### config.mk
export PLATFORM = sky130hd
export DESIGN_NAME = q_pulse_meter
export DESIGN_NICKNAME = d
export VERILOG_FILES = /design/src/rtl/q_pulse_meter.sv
export SDC_FILE = /design/constraint.sdc
export NUM_CORES = 1
export LEC_CHECK = 0
export CORE_ASPECT_RATIO = 0.6
export CORE_MARGIN = 5
export CORE_UTILIZATION = 50
export DETAILED_ROUTE_END_ITERATION = 10
export PLACE_DENSITY = 0.77
export SYNTH_ARGS = -nofsm -noshare
export SYNTH_HDL_FRONTEND = slang
export SYNTH_SLANG_ARGS = --single-unit
export TNS_END_PERCENT = 10
### constraint.sdc
create_clock -name clk -period 3.78 [get_ports clk]
set_input_delay 0.756 -clock clk [delete_from_list [all_inputs] [get_ports clk]]
set_output_delay 0.756 -clock clk [all_outputs]
set_load 0.05 [all_outputs]
### src/rtl/q_pulse_meter.sv
`default_nettype none
// +----------------------------------------------------------------------------+
// | Module  : q_pulse_meter                                                    |
// | Brief   : Counts synchronized pulses of a serialized charge train into a   |
// |           saturating Q word, published with a strobe at end of burst.      |
// | Revision: 1.0 - initial release                                            |
// +----------------------------------------------------------------------------+
module q_pulse_meter #(
    parameter int BUS_WIDTH     = 10,
    parameter int Q_PER_PULSE   = 3,
    parameter int WTD_BUS_WIDTH = 3
) (
    input  logic                 clk,
    input  logic                 rst,
    input  logic                 enable,
    input  logic                 q_serialized,
    output logic [BUS_WIDTH-1:0] q_measured,
    output logic                 ready,
    output logic                 saturated,
    output logic                 busy
);

    localparam logic [BUS_WIDTH:0]       c_ACC_MAX  = {1'b0, {BUS_WIDTH{1'b1}}};
    localparam logic [BUS_WIDTH:0]       c_Q_STEP   = (BUS_WIDTH+1)'(Q_PER_PULSE);
    // Index of the last tolerated low sample; the next low one ends the burst.
    localparam logic [WTD_BUS_WIDTH-1:0] c_LOW_LAST = WTD_BUS_WIDTH'((2**WTD_BUS_WIDTH) - 2);

    localparam logic [0:0] c_S_IDLE  = 1'b0;
    localparam logic [0:0] c_S_COUNT = 1'b1;

    logic [0:0]               r_state;
    logic                     r_sync1;
    logic                     r_s;
    logic                     r_s_d;
    logic [BUS_WIDTH-1:0]     r_acc;
    logic [WTD_BUS_WIDTH-1:0] r_low;
    logic                     r_sat;
    logic [BUS_WIDTH-1:0]     r_q;
    logic                     r_ready;
    logic                     r_saturated;
    logic                     r_busy;

    logic                     w_edge;
    logic [BUS_WIDTH:0]       w_sum;
    logic                     w_clip;
    logic [BUS_WIDTH-1:0]     w_acc_next;

    assign w_edge     = r_s & ~r_s_d;
    assign w_sum      = {1'b0, r_acc} + c_Q_STEP;
    assign w_clip     = (w_sum > c_ACC_MAX);
    assign w_acc_next = w_clip ? c_ACC_MAX[BUS_WIDTH-1:0] : w_sum[BUS_WIDTH-1:0];

    always_ff @(posedge clk) begin
        if (rst) begin
            r_state     <= c_S_IDLE;
            r_sync1     <= 1'b0;
            r_s         <= 1'b0;
            r_s_d       <= 1'b0;
            r_acc       <= '0;
            r_low       <= '0;
            r_sat       <= 1'b0;
            r_q         <= '0;
            r_ready     <= 1'b0;
            r_saturated <= 1'b0;
            r_busy      <= 1'b0;
        end else begin
            r_sync1 <= q_serialized;
            r_s     <= r_sync1;
            r_s_d   <= r_s;
            r_ready <= 1'b0;
            case (r_state)
                c_S_IDLE: begin
                    r_acc <= '0;
                    r_low <= '0;
                    r_sat <= 1'b0;
                    if (enable && w_edge) begin
                        r_acc   <= c_Q_STEP[BUS_WIDTH-1:0];
                        r_state <= c_S_COUNT;
                        r_busy  <= 1'b1;
                    end
                end
                c_S_COUNT: begin
                    if (!enable) begin
                        // Abandon the burst silently; published result is kept.
                        r_state <= c_S_IDLE;
                        r_busy  <= 1'b0;
                        r_acc   <= '0;
                        r_low   <= '0;
                        r_sat   <= 1'b0;
                    end else begin
                        if (w_edge) begin
                            r_acc <= w_acc_next;
                            if (w_clip) r_sat <= 1'b1;
                        end
                        if (r_s) begin
                            r_low <= '0;
                        end else if (r_low != c_LOW_LAST) begin
                            r_low <= r_low + 1'b1;
                        end else begin
                            r_q         <= r_acc;
                            r_saturated <= r_sat;
                            r_ready     <= 1'b1;
                            r_acc       <= '0;
                            r_low       <= '0;
                            r_sat       <= 1'b0;
                            r_state     <= c_S_IDLE;
                            r_busy      <= 1'b0;
                        end
                    end
                end
                default: begin
                    r_state <= c_S_IDLE;
                    r_busy  <= 1'b0;
                end
            endcase
        end
    end

    assign q_measured = r_q;
    assign ready      = r_ready;
    assign saturated  = r_saturated;
    assign busy       = r_busy;

endmodule
`default_nettype wire

==> key figures, run 1 <==
Power and ir drop
  • Pwr Total: 0.607 mW
  • P_leak: around 0.56 nW
  • Pwr Density: roughly 360 mW/mm^2
  • Maximum vdd ir drop: ~0.24 mV

Synthesis
  • Async SR Flop Fraction: 0
  • Top-count cell post-synth: dfxtp_1
  • Post-synth EDFFs: 0
  • Share of the synthesized area in the top cell type: 0.428
  • Synth area leaders: dfxtp_1 (43%), mux2i_1 (7.6%), nor2_1 (5.9%)
  • Synth Net Count: 166
  • Cell variety after synth: 42
  • Yosys reg bits: 31
  • Post-Synthesis Cells: ~160
  • Most frequent cells after synthesis: dfxtp_1 (31), nor2_1 (23), mux2i_1 (11), a21oi_1 (8), nor3_1 (8)
  • Sequential share of the synthesized area: 0.428
  • Synthesized area: approximately 0.0015 sq mm
  • Syn Area/Cell: slightly above 9 sq um
  • Yosys top cell by area: dfxtp_1
  • Main synth FF type: dfxtp_1
  • Synth warnings: 0

Floorplanning
  • Core Region: between 0.002 and 0.003 sq mm
  • Die area: 0.00412 sq mm
  • Row Count: 15
  • Top Ports: 17
  • Die height: roughly 52 um
  • Starting Density: 0.512
  • Die W: approximately 80 um

Clock tree
  • Post-CTS Resized: 0
  • # Post-CTS Setup Buffers: 0
  • Deepest clock path buffer count: 2
  • Num CTS Buffers: 5
  • Worst-path clk slew: ~0.06 ns
  • Clock root buffer: clkbuf_8
  • H-tree levels: 2
  • Clock tree sinks: 31
  • CTS tree: built
  • Clk Latency, worst-skew pair: about 0.28 ns
  • CTS Hold Bufs: 0

Placement
  • Hpwl dp: between 2000 and 2500 um
  • GP Congestion: between 0.8 and 0.9
  • Number of port buffers: 16

Global route
  • All-Layer GR Usage: 0.174
  • Number of global-route vias before repair: ~1100
  • Largest net degree at the start of global routing: 19
  • Gr ovfl total: 0
  • First-pass GRT wire length: about 5300 um
  • Initial antenna violation count: 0

Drt
  • Drt wl/cell: 14.9 um
  • M1 WL: between 1500 and 2000 um
  • Highest routed layer: met4
  • Met3 wire length: 172 um
  • DRC viols: 0
  • Routed wl met2: roughly 1400 um
  • Final wirelength: about 3200 um
  • Vias per inst: about 5.7
  • DR vias: 1217
  • Pre-Repair DR Iteration Count: 4
  • DRT iter0 DRCs: a little under 90
  • Antenna Nets Post-Route: 0

Critical path
  • Crit-path slowest cell: clkdlybuf4s50_1
  • Worst EP arrival: between 2 and 3 ns
  • R2R depth: 6
  • FF-to-FF End: r_acc[4]
  • Critical path class: in2reg
  • Required time worst endpoint: roughly 4.0 ns
  • Startpoint types: input pin
  • Max FO, Critical Path: 18
  • CP endpoint: r_acc[1]
  • RR Startpoint: r_acc[0]
  • CP Launch Point: rst
  • Critical path's largest stage delay: approximately 0.71 ns
  • Crit. End Element: flop
  • Reg2reg setup slack: approximately 1.6 ns
  • Worst path cell trace: clkdlybuf4s50_1 -> nor2b_1 -> nand3_1 -> a21oi_1 -> o22a_1

STA
  • Max_slew headroom: 0.585
  • Worst-Margin Slew: 0.621 ns
  • Top achievable clock speed: roughly 430 MHz
  • Final min period: 2.30 ns
  • Fin crit share: 0.609
  • TNS Setup: 0 ns
  • Setup-failing EPs final: 0
  • Slew Viols, Final: 0
  • Final Hold Viols: 0
  • Setup Skew: ~0.004 ns
  • RSZ-0062 raised after global routing: no

Final layout
  • Synthesis-to-finish area growth: 16.2%
  • Ratio of cells with drive above 1 in the final layout: 0.0809
  • Fill cells: 232
  • Final Net Count: 181
  • Number of diodes: 0
  • Total area of multi-input combinational cells: 736 sq um
  • Register area: just over 600 sq um

Outcome
  • Status: complete, no violations

Job
  • Max-cap violations: 0

Min path
  • Worst hold path type: reg2reg
## where the power goes
| part | switching [mW] | internal (mW) | total, mW |
|---|---|---|---|
| registers | 0.00228 | 0.329 | 0.331 |
| logic | 0.0118 | 0.00757 | 0.0194 |
| clock network | 0.114 | 0.142 | 0.256 |
| total | 0.128 | 0.479 | 0.607 |
## worst min path at each step
| stage | slack (ns) | startpoint | cells past startpoint | endpoint |
|---|---|---|---|---|
| global route | 0.48 | r_sync1 | 1 | r_s |
| detailed placement | 0.46 | r_low[0] | 1 | r_low[0] |
| finish | 0.46 | r_low[0] | 1 | r_low[0] |
| CTS | 0.47 | r_low[0] | 1 | r_low[0] |
| global placement | 0.42 | r_sync1 | 1 | r_s |
| floorplan | 0.41 | r_sync1 | 1 | r_s |
## kinds of logic after synthesis
kind of cell	count (synthesis)	synth area share
and+or+nand+nor	63	0.228
DFF	31	0.428
AOI/OAI and AO/OA	30	0.145
buffers and inverters	15	0.0655
muxes	11	0.0759
xor gates and xnor gates	4	0.0241
adders and majority gates	4	0.0345
## stage by stage
stage / area, sq um / instances / utilization / worst slack [ns] / hold slack [ns]
floorplan: 1450 / 158 / - / 1.90 / 0.414
global placement: 1600 / 208 / 0.564 / 1.29 / 0.421
detailed placement: 1600 / 208 / 0.564 / 1.21 / 0.457
CTS: 1690 / 215 / 0.595 / 1.50 / 0.470
global route: 1690 / 215 / 0.595 / 1.37 / 0.482
finish: 1690 / 215 / 0.595 / 1.48 / 0.464
## cell type report
class	instances	area share
clock inverter	1	0.00297
timing repair buffer	17	0.0994
inverter	6	0.0134
sequential	31	0.368
tap	42	0.0312
multi-input combinational	112	0.436
clock buffer	6	0.0490
## metal layers
metal | vias up | GRT usage
li1 | 594 | -
met1 | 576 | 0.237
met2 | 39 | 0.248
met3 | 8 | 0.0657
met4 | 0 | 0.0657
met5 | - | 0
## worst max-delay path, delay by kind of cell
family                 cells  cell delay [ns]
buffers and inverters      1             0.71
AOI/OAI and AO/OA          2             0.39
and+or+nand+nor            2             0.66
## registers in the layout, summed over array words and instances (netlist names)
name,flops
r_s_d,1
r_s,1
r_low,3
r_sync1,1
saturated,1
r_state,1
r_sat,1
busy,1
r_acc,10
ready,1
q_measured,10
## cell usage in the layout (no fill, tap or decap), drive strengths merged, types with 2 or more instances in the layout
cell           instances
a211oi                 4
a21oi                  9
a311oi                 3
a31oi                  4
and4b                  2
clkbuf                 6
clkdlybuf4s50         16
dfxtp                 31
ha                     4
inv                    6
mux2i                 11
nand2                  6
nand2b                 3
nand3                  5
nand4                  3
nor2                  23
nor2b                  5
nor3                   8
xnor2                  3
Note: power is estimated with default switching activity, not from simulation.
==> inputs of run 2 (changes only) <==
Clock period 3.78 ns to 2.3 ns, I/O delays scaled along.
==> run 2 against run 1 <==
  * Die area unchanged
  * Sequential power up 64%
  * Critical path depth up 1
  * Clock skew up 0.0023 ns
  * Design area up 2.4%
  * Core utilization up 1.4 points
  * Setup slack worse by 1.3 ns
  * Routed wire length up 3.5%
  * Non-clock buffer count up 2
  * Sequential cell count unchanged
  * Worst hold slack worse by 0.0075 ns
  * Clock power up 110%
==> key figures, run 2 (synthesized netlist as in run 1, its figures left out) <==
Outcome
  • Status: complete, no violations

Clock tree
  • # Post-CTS Setup Buffers: 0 (unchanged)
  • CTS tree: built
  • Deepest clock path buffer count: 2 (unchanged)
  • Clock root buffer: clkbuf_8
  • Clk Latency, worst-skew pair: 0.29 ns (about the same)
  • Num CTS Buffers: 5 (unchanged)
  • Post-CTS Resized: 0 (unchanged)
  • Clock tree sinks: 31 (unchanged)
  • CTS Hold Bufs: 0 (unchanged)
  • H-tree levels: 2 (unchanged)
  • Worst-path clk slew: 0.07 ns (about the same)

Floorplanning
  • Die area: 0.00412 sq mm (unchanged)
  • Row Count: 15 (unchanged)
  • Starting Density: 0.512 (unchanged)
  • Top Ports: 17 (unchanged)
  • Core Region: 0.00283 sq mm (unchanged)
  • Die height: 51.7 um (unchanged)
  • Die W: 79.6 um (unchanged)

Power and ir drop
  • P_leak: 0.580 nW (+3.6%)
  • Pwr Density: 645 mW/mm^2 (+79%)
  • Maximum vdd ir drop: 0.429 mV (+76%)

Final layout
  • Final Net Count: 183 (+1.1%)
  • Ratio of cells with drive above 1 in the final layout: 0.0966 (+0.0157)
  • Total area of multi-input combinational cells: 736 sq um (unchanged)
  • Most common cell after layout, fill and taps aside: dfxtp_1
  • Commonest cells after routing, fill and taps aside: dfxtp_1 (31), nor2_1 (23), clkdlybuf4s50_1 (16)
  • Synthesis-to-finish area growth: 19.0%
  • Number of diodes: 0 (unchanged)
  • Fill cells: 235 (+1.3%)
  • Register area: 621 sq um (unchanged)

Drt
  • Vias per inst: 5.51 (-2.7%)
  • Final wirelength: 3320 um (+3.5%)
  • DRT iter0 DRCs: 61 (-30%)
  • Antenna Nets Post-Route: 0 (unchanged)
  • Drt wl/cell: 15.2 um (+2.1%)
  • DRC viols: 0 (unchanged)
  • Pre-Repair DR Iteration Count: 4 (unchanged)
  • DR vias: 1201 (-1.3%)

Global route
  • Number of global-route vias before repair: 1119 (-2.5%)
  • Gr ovfl total: 0 (unchanged)
  • Initial antenna violation count: 0 (unchanged)
  • All-Layer GR Usage: 0.182 (+0.00742)
  • Largest net degree at the start of global routing: 18 (-1)
  • First-pass GRT wire length: 5510 um (+3.1%)

STA
  • Fin crit share: 0.935
  • Hold slack: 0.456 ns (-0.00746 ns)
  • Final min period: about 2.2 ns
  • Max_slew headroom: 0.589 (+0.00404)
  • Slew Viols, Final: 0 (unchanged)
  • Setup Skew: 0.00631 ns (+0.00232 ns)
  • Worst-Margin Slew: 0.615 ns (-0.00605 ns)
  • Setup-failing EPs final: 0 (unchanged)
  • TNS Setup: 0 ns (unchanged)
  • Top achievable clock speed: 465 MHz
  • Final Hold Viols: 0 (unchanged)
  • RSZ-0062 raised after global routing: no

Critical path
  • RR Startpoint: r_acc[0]
  • Worst EP arrival: 2.30 ns (-0.23 ns)
  • Critical path class: reg2reg
  • Required time worst endpoint: 2.45 ns (-1.55 ns)
  • CP Launch Point: r_acc[0]
  • Max FO, Critical Path: 7 (-11)
  • Crit. End Element: flop
  • Startpoint types: flop

Min path
  • Worst hold path type: reg2reg
  • Hold Startpoint: r_sync1

Placement
  • Hpwl dp: 2420 um (+2.3%)
  • Number of port buffers: 16 (unchanged)
  • GP Congestion: 0.934 (+8.0%)

Job
  • Max-cap violations: 0 (unchanged)
run 2: cell types whose count changed in the layout (fill, tap and decap cells not counted), sizes merged:
cell    delta
buf        +2
bufinv     +1
clkbuf     -1
clkinv     +1
run 2: metrics by stage:
step / util / cell area, sq um / cells / total power, mW / setup WS [ns]
2_1_floorplan: - / 1450 / 158 / 0.578 / 0.420
4_1_cts: 0.609 / 1730 / 218 / 1.12 / 0.188
3_5_place_dp: 0.570 / 1610 / 210 / 0.590 / 0.205
3_3_place_gp: 0.570 / 1610 / 210 / 0.588 / 0.307
6_report: 0.609 / 1730 / 218 / 1.11 / 0.149
5_1_grt: 0.609 / 1730 / 218 / 1.15 / 0.0530
run 2: worst max-delay path, stage by stage (launching register included):
cell      delay (ns)
dfxtp_1         0.46
inv_1           0.11
ha_1            0.28
nand4b_1        0.25
or3_2           0.55
a311oi_1        0.30
nor3_1          0.07
run 2: final timing paths:
kind,end,slack [ns],depth (start not counted)
setup / recovery,r_acc[4],0.15,6
hold / removal,r_s,0.46,1
setup reg to reg,r_acc[4],0.15,6
hold reg to reg,r_s,0.46,1
run 2: layout make-up:
class                           instances  share of cell area
Clock inverter                          3              0.0254
Timing Repair Buffer                   19               0.106
Multi-Input combinational cell        112               0.426
Sequential cell                        31               0.359
Tap cell                               42              0.0304
Clock buffer                            5              0.0399
Inverter                                6              0.0130
run 2: where the power goes:
| group | leakage (nW) | switching, mW | internal, mW |
|---|---|---|---|
| Clock | 0.0581 | 0.215 | 0.322 |
| Sequential | 0.250 | 0.00344 | 0.540 |
| Combinational | 0.272 | 0.0197 | 0.0145 |
| Total | 0.580 | 0.238 | 0.877 |
run 2: routing by layer:
metal	vias to the layer above	track usage	wire length, um
li1	601	-	-
met1	551	0.251	1640
met2	39	0.242	1350
met3	10	0.0761	258
met4	0	0.0800	64
met5	-	0	0
==> inputs of run 3 (changes only) <==
Settings changed: SLEW_MARGIN set to 20.
==> results of run 3 <==
No change in the layout: final DEF, timing and power equal those of run 2.
